[config.mk]
export PLATFORM = sky130hd
export DESIGN_NAME = lcd_instruction_arbiter
export DESIGN_NICKNAME = d
export VERILOG_FILES = /design/src/rtl/lcd_instruction_arbiter.sv
export SDC_FILE = /design/constraint.sdc
export NUM_CORES = 1
export LEC_CHECK = 0
export ABC_AREA = 0
export CORE_MARGIN = 2
export CORE_UTILIZATION = 54
export CTS_BUF_LIST = sky130_fd_sc_hd__clkbuf_4 sky130_fd_sc_hd__clkbuf_8
export DETAILED_ROUTE_END_ITERATION = 10
export PLACE_DENSITY = 0.8
export SETUP_SLACK_MARGIN = 0.2
export SLEW_MARGIN = 20
export SYNTH_ARGS = -nofsm -noshare
export SYNTH_HDL_FRONTEND = slang
export SYNTH_SLANG_ARGS = --single-unit
[constraint.sdc]
create_clock -name Clock_50 -period 1.98 [get_ports Clock_50]
set_input_delay 0.297 -clock Clock_50 [delete_from_list [all_inputs] [get_ports Clock_50]]
set_output_delay 0.297 -clock Clock_50 [all_outputs]
set_load 0.05 [all_outputs]
[src/rtl/lcd_instruction_arbiter.sv]
// Shares the single LCD_controller instruction port between NUM_REQ requesters.
// Replays the LCD init table after reset, then grants round-robin with optional burst locking.
module lcd_instruction_arbiter #(
  parameter int NUM_REQ     = 2,
  parameter int TIMEOUT_CYC = 18'h3FFFF + 1024
) (
  input  logic                   Clock_50,
  input  logic                   Reset,
  input  logic [NUM_REQ-1:0]     Req_valid,
  input  logic [9*NUM_REQ-1:0]   Req_instruction,
  input  logic [NUM_REQ-1:0]     Req_lock,
  output logic [NUM_REQ-1:0]     Req_accept,
  output logic [NUM_REQ-1:0]     Req_done,
  output logic [NUM_REQ-1:0]     Grant,
  output logic                   Init_done,
  output logic                   Timeout_error,
  output logic                   LCD_start,
  output logic [8:0]             LCD_instruction,
  input  logic                   LCD_done
);

  localparam int IDX_W = (NUM_REQ > 1) ? $clog2(NUM_REQ) : 1;
  localparam int CNT_W = $clog2(TIMEOUT_CYC + 1);
  localparam logic [CNT_W-1:0] CNT_LAST = CNT_W'(TIMEOUT_CYC - 1);

  typedef enum logic [1:0] {
    S_INIT_ISSUE,
    S_INIT_WAIT,
    S_IDLE,
    S_WAIT_DONE
  } state_t;

  state_t               state_q;
  logic [2:0]           init_idx_q;
  logic [IDX_W-1:0]     ptr_q;
  logic [IDX_W-1:0]     own_q;
  logic [CNT_W-1:0]     cnt_q;
  logic                 first_q;
  logic [NUM_REQ-1:0]   accept_q;
  logic [NUM_REQ-1:0]   done_q;
  logic [NUM_REQ-1:0]   grant_q;
  logic                 init_done_q;
  logic                 timeout_q;
  logic                 start_q;
  logic [8:0]           instr_q;

  logic [IDX_W-1:0]     cand;
  logic                 pick_vld;
  logic [IDX_W-1:0]     pick_idx;
  logic                 lock_hold;
  logic                 issue_en;
  logic [IDX_W-1:0]     issue_idx;
  logic [IDX_W-1:0]     ptr_d;
  logic                 lcd_seen;
  logic                 cnt_hit;
  logic                 wait_end;

  function automatic logic [8:0] init_code(input logic [2:0] i);
    case (i)
      3'd0:    init_code = 9'h038;
      3'd1:    init_code = 9'h00C;
      3'd2:    init_code = 9'h001;
      3'd3:    init_code = 9'h006;
      default: init_code = 9'h080;
    endcase
  endfunction

  function automatic logic [NUM_REQ-1:0] onehot(input logic [IDX_W-1:0] i);
    logic [NUM_REQ-1:0] r;
    r    = '0;
    r[i] = 1'b1;
    return r;
  endfunction

  function automatic logic [IDX_W-1:0] next_idx(input logic [IDX_W-1:0] i);
    if (int'(i) == NUM_REQ - 1) return '0;
    return i + IDX_W'(1);
  endfunction

  // Round-robin search starting at the pointer; first valid requester wins.
  always_comb begin
    pick_vld = 1'b0;
    pick_idx = '0;
    cand     = '0;
    for (int k = 0; k < NUM_REQ; k++) begin
      cand = IDX_W'((int'(ptr_q) + k) % NUM_REQ);
      if (!pick_vld && Req_valid[cand]) begin
        pick_vld = 1'b1;
        pick_idx = cand;
      end
    end
  end

  // A kept grant with its lock still high restricts eligibility to the owner.
  assign lock_hold = (grant_q != '0) && Req_lock[own_q];
  assign issue_en  = (state_q == S_IDLE) && (lock_hold ? Req_valid[own_q] : pick_vld);
  assign issue_idx = lock_hold ? own_q : pick_idx;
  assign ptr_d     = next_idx(issue_idx);

  // LCD_done is ignored in the start cycle; the counter forces completion otherwise.
  assign lcd_seen  = LCD_done && !first_q;
  assign cnt_hit   = (cnt_q == CNT_LAST);
  assign wait_end  = lcd_seen || cnt_hit;

  always_ff @(posedge Clock_50) begin
    if (Reset) begin
      state_q     <= S_INIT_ISSUE;
      init_idx_q  <= '0;
      ptr_q       <= '0;
      own_q       <= '0;
      cnt_q       <= '0;
      first_q     <= 1'b0;
      accept_q    <= '0;
      done_q      <= '0;
      grant_q     <= '0;
      init_done_q <= 1'b0;
      timeout_q   <= 1'b0;
      start_q     <= 1'b0;
      instr_q     <= '0;
    end else begin
      start_q  <= 1'b0;
      accept_q <= '0;
      done_q   <= '0;
      case (state_q)
        S_INIT_ISSUE: begin
          instr_q <= init_code(init_idx_q);
          start_q <= 1'b1;
          cnt_q   <= '0;
          first_q <= 1'b1;
          state_q <= S_INIT_WAIT;
        end

        S_INIT_WAIT: begin
          first_q <= 1'b0;
          cnt_q   <= cnt_q + CNT_W'(1);
          if (wait_end) begin
            if (!lcd_seen) timeout_q <= 1'b1;
            if (init_idx_q < 3'd4) begin
              init_idx_q <= init_idx_q + 3'd1;
              state_q    <= S_INIT_ISSUE;
            end else begin
              init_done_q <= 1'b1;
              state_q     <= S_IDLE;
            end
          end
        end

        S_IDLE: begin
          if (issue_en) begin
            grant_q  <= onehot(issue_idx);
            accept_q <= onehot(issue_idx);
            own_q    <= issue_idx;
            ptr_q    <= ptr_d;
            instr_q  <= Req_instruction[9*issue_idx +: 9];
            start_q  <= 1'b1;
            cnt_q    <= '0;
            first_q  <= 1'b1;
            state_q  <= S_WAIT_DONE;
          end else if (!lock_hold) begin
            grant_q <= '0;
          end
        end

        S_WAIT_DONE: begin
          first_q <= 1'b0;
          cnt_q   <= cnt_q + CNT_W'(1);
          if (wait_end) begin
            if (!lcd_seen) timeout_q <= 1'b1;
            done_q <= onehot(own_q);
            if (!Req_lock[own_q]) grant_q <= '0;
            state_q <= S_IDLE;
          end
        end

        default: state_q <= S_INIT_ISSUE;
      endcase
    end
  end

  assign Req_accept      = accept_q;
  assign Req_done        = done_q;
  assign Grant           = grant_q;
  assign Init_done       = init_done_q;
  assign Timeout_error   = timeout_q;
  assign LCD_start       = start_q;
  assign LCD_instruction = instr_q;

endmodule

-- After elaboration in Yosys (flattened, before gate mapping)
Index checks and enable logic that the tools add are counted.
- register bits after elaboration: 45
- input bits: 25
- logic and storage cells: 108
- output and inout port bits: 18
- shifts and indexed selects: 1
- equal/unequal tests: 12
- bitwise logic cells: 6
- $add $sub $neg: 4
- reduce and logical (&&, ||, !) cells: 24
- mux-type cells: 40
- multiply operators: 1
- order comparisons: 7
- operator list (kind ; number):
    $pmux W19 S3 ; 1
    $pmux W8 S4 ; 1
    $mux W1 ; 21
    $add A19 B1 Y19 const B ; 1
    $eq A19 B19 Y1 const B ; 1
    $mux W19 ; 1
    $pmux W9 S2 ; 1
    $shiftx A18 B6 Y9 ; 1
    $mux W2 ; 8
    $reduce_and A3 Y1 ; 4
    $mux W9 ; 1
    $lt A1 B2 Y1 const B ; 4
    $ne A2 B2 Y1 const B ; 4
    $pmux W2 S4 ; 1
    $eq A3 B2 Y1 const B ; 2
    $logic_and A1 B1 Y1 ; 6
    $not A1 Y1 ; 6
    $reduce_bool A2 Y1 ; 3
    $reduce_or A3 Y1 ; 2
    $mul A4 B1 Y5 const A ; 1
    $eq A2 B2 Y1 const B ; 2
    $pmux W2 S2 ; 1
    $reduce_and A2 Y1 ; 2
    $reduce_and A4 Y1 ; 1
    other kinds (15) ; 19

-- Depth between registers and ports, before layout
- word-level depth: 13
- gate-level depth with buffers: 7
- depth with buffers taken out: 6

-- Worst setup path after synthesis
OpenSTA, ideal clock, no wires.
- path kind: register to register
- start: register grant_q[1] (netlist: Grant[1])
- end: register cnt_q[13]
- clock period less this slack: 1.869 ns
- data required time: 1.859 ns
- setup slack: 0.111 ns
- path buffers: 1
- stages on the path, launching flop included: 7
- setup time: 0.121 ns
- arrival: 1.749 ns
- cells stage by stage: dfxtp_1 -> nor2_2 -> o21ai_2 -> buf_2 -> a31oi_1 -> nand3_1 -> mux2_2
- cells in the longest elaborated chain, start to end: 5
- ends and longest elaborated chain (element ; RTL line ; RTL):
    from (decl) ; 41 ; logic [NUM_REQ-1:0] grant_q;
    from (signal assigned) ; 150 ; grant_q <= onehot(issue_idx);
    $reduce_bool A2 Y1 ; 95 ; assign lock_hold = (grant_q != '0) && Req_lock[own_q];
    $logic_and A1 B1 Y1 ; 95 ;
    $mux W1 ; 96 ; assign issue_en = (state_q == S_IDLE) && (lock_hold ? Req_valid[own_q] : pick_vld);
    $logic_and A1 B1 Y1 ; 96 ;
    $ne A2 B2 Y1 (no source line) ; - ;
    to (signal assigned) ; 135 ; cnt_q <= cnt_q + CNT_W'(1);
    to (signal assigned) ; 166 ; cnt_q <= cnt_q + CNT_W'(1);
    to (decl) ; 37 ; logic [CNT_W-1:0] cnt_q;
Every way passes these cells.
A chain may end at the register's enable or synchronous reset.

-- Worst setup path after layout
- start: register cnt_q[13]
- end: register init_idx_q[2]
- cells in the longest elaborated chain, start to end: 3
- ends and longest elaborated chain (element ; RTL line ; RTL):
    $eq A19 B19 Y1 ; 102 ; assign cnt_hit = (cnt_q == CNT_LAST);
    $logic_or A1 B1 Y1 ; 103 ; assign wait_end = lcd_seen || cnt_hit;
    $reduce_and A3 Y1 (no source line) ; - ;
    to (signal assigned) ; 139 ; init_idx_q <= init_idx_q + 3'd1;
    to (decl) ; 34 ; logic [2:0] init_idx_q;
Every way passes these cells.

==> out/qor.yml <==
detailed_routing:
  vias_per_cell: 6.01
  routedWlPerCell_um: 16.5
  vias: 2295
  route.detailed.drc: 0
  dr.pass1.iters: 4
  wl_um: 6320
  postRouteAntennaNets: 0
  drt_iter0_drc: 240
critical_path:
  critPathArrivalTime_ns: 2.00
  end_kind: "flop"
  worstSetupPathType: "flop to flop"
  path_max_fanout: 5
  critPathLaunchType: "flop"
  critical_path_required_ns: 2.19
sta:
  clock_skew_ns: 0.00733
  timing.final.ws_setup_ns: 0.183
  fmax_mhz: 556
  hold_viol_final: 0
  min_period_ns: 1.80
  finalSetupTns_ns: 0
  setup_viol_count_final: 0
  drv_slew: 0
  min_period_over_period_pct: 90.8
  tightest_slew_ns: 0.526
  rsz0062_at_grt: "yes"
  holdWs_ns: 0.468
  slew_headroom_pct: 64.8
cells_and_area:
  fin_area_um2: 3220
  diodes: 0
  layout.cells.non_filler: 382
  area_growth_pct: 37.6
  nets: 365
  drive_gt1_share_pct: 23.8
placement:
  post-dp-hpwl_um: 4460
  gp_congestion: 0.876
  preCtsSetupSlack_ns: -0.175
  placed_area_um2: 3050
  dpl.cell_count: 374
  portBuffers: 42
die:
  core_area_um2: 4090
  num_rows: 23
  die_area_um2: 4880
  die_height_um: 69.8
  start_util_pct: 57.3
  io-pin-count: 43
  die_w_um: 69.8
grt:
  grt_overflow: 0
  grt_pass1_wl_um: 10300
  grt_pass1_vias: 2177
  antenna_found_initial: 0
  grt_max_degree: 19
  grt.total_usage_pct: 26.3
cts:
  clockBufferDepth: 2
  clock-root-buffer: "clkbuf_8"
  cts_tree: "done"
  cts_hold_buf: 0
  ctsHtreeMaxLevel: 2
  clock_latency_ns: 0.30
  path_clk_slew_ns: 0.08
  cts-buffers-inserted: 5
  cts_sinks: 45
power_and_ir_drop:
  p_leak_nw: 1.22
  p_per_area_nw_per_um2: 560
  max-vdd-ir-drop_mv: 0.447
synth:
  yosys-top-cells-area: "dfxtp_1, ha_1, xnor2_1"
  synth_edf_count: 0
  synth_top_area_share_pct: 38.5
  synth-main-ff-cell: "dfxtp_1"
  synthTopCellsByCount: "dfxtp_1, nor3_1, nor2_1"
  avgSynthCellArea_um2: 9.04
  yosysMostFrequentCell: "dfxtp_1"
  ys_types: 54
  syn-cell-area_um2: 2340
  ys_seq_area_share_pct: 38.5
  ys_warn_count: 0
  synth_cells: 259
  async_reset_ff_share_pct: 0
  yosysTopAreaCell: "dfxtp_1"
  synth_seq_cells: 45
  syn-num-nets: 292
job:
  maxCapViolations: 0
status:
  status: "complete, no violations"
worst_hold_path:
  hp-class: "flop to flop"
==> report_power, final <==
part | switching (mW) | internal (mW) | leakage (nW) | total [mW]
Clock | 0.304 | 0.291 | 0.0477 | 0.595
Combinational | 0.143 | 0.132 | 0.804 | 0.276
Sequential | 0.0135 | 0.919 | 0.369 | 0.933
==> placed cells by master (no fill, tap or decap), drive strengths merged, types with 4 or more instances in the layout <==
cell           instances
ha                     8
mux2                   4
and3                   4
a311oi                 4
mux2i                  5
nand3                  9
buf                   37
xnor2                 11
nand4                  5
o21ai                  8
nor2                  21
nand2                 14
dfxtp                 45
a31oi                  5
inv                    9
nor3                  20
a32o                   7
clkbuf                 7
dlymetal6s2s           5
clkdlybuf4s50         34
or3                   14
a21oi                 11
==> metrics by stage <==
stage | total power, mW | util (%)
floorplan | 1.09 | -
global placement | 1.22 | 74.7
detailed placement | 1.23 | 74.7
CTS | 1.80 | 77.4
global route | 1.86 | 78.8
finish | 1.80 | 78.8
==> state kept, by name, indices dropped and copies added, names as in the netlist, 2 cells and up <==
| signal | flops |
|---|---|
| init_idx_q | 3 |
| Req_done | 2 |
| Req_accept | 2 |
| Grant | 2 |
| LCD_instruction | 9 |
| cnt_q | 19 |
| state_q | 2 |
==> critical path, cell delays in order (launching register included) <==
cell	delay (ns)
dfxtp_1	0.33
nor4b_2	0.28
nand4_1	0.20
o21ai_1	0.19
buf_4	0.16
nand3_1	0.23
o32ai_1	0.32
==> logic make-up (layout without fill, tap and decap cells) <==
group | count (synthesis) | after routing | synth area share [%]
compound gates | 57 | 57 | 19.5
xor+xnor | 14 | 14 | 5.24
fa+ha+maj | 8 | 8 | 4.28
buf+inv | 22 | 95 | 4.44
flops | 45 | 45 | 38.5
mux | 9 | 9 | 4.06
simple gates | 104 | 104 | 24.1
==> cell type report <==
cell class	count	area (um2)
clock buffer	7	90.1
fill	283	866
inverter	9	33.8
multi-input combinational	192	1390
sequential	45	916
tap	50	62.6
timing repair buffer	79	732
==> per-layer routing <==
| metal | up-vias | wire length [um] | GRT usage [%] |
|---|---|---|---|
| li1 | 1104 | - | - |
| met3 | 15 | 353 | 5.23 |
| met1 | 1106 | 2870 | 36.0 |
| met4 | 0 | 136 | 11.1 |
| met5 | - | 0 | 0 |
| met2 | 70 | 2960 | 40.1 |
==> timing repair <==
| action | 4_1_cts | 5_1_grt |
|---|---|---|
| pin swaps | 1 | 10 |
| buffers inserted | 0 | 1 |
| setup endpoints to repair | 16 | 21 |
| gates resized for setup | 9 | 18 |
==> final timing paths <==
path,slack [ns],start,end,cells past startpoint
worst max-delay path,0.18,cnt_q[13],init_idx_q[2],6
worst min-delay path,0.47,LCD_instruction[4],LCD_instruction[4],1
worst max register to register,0.18,cnt_q[13],init_idx_q[2],6
worst min register to register,0.47,LCD_instruction[4],LCD_instruction[4],1
Note: power is estimated with default switching activity, not from simulation.
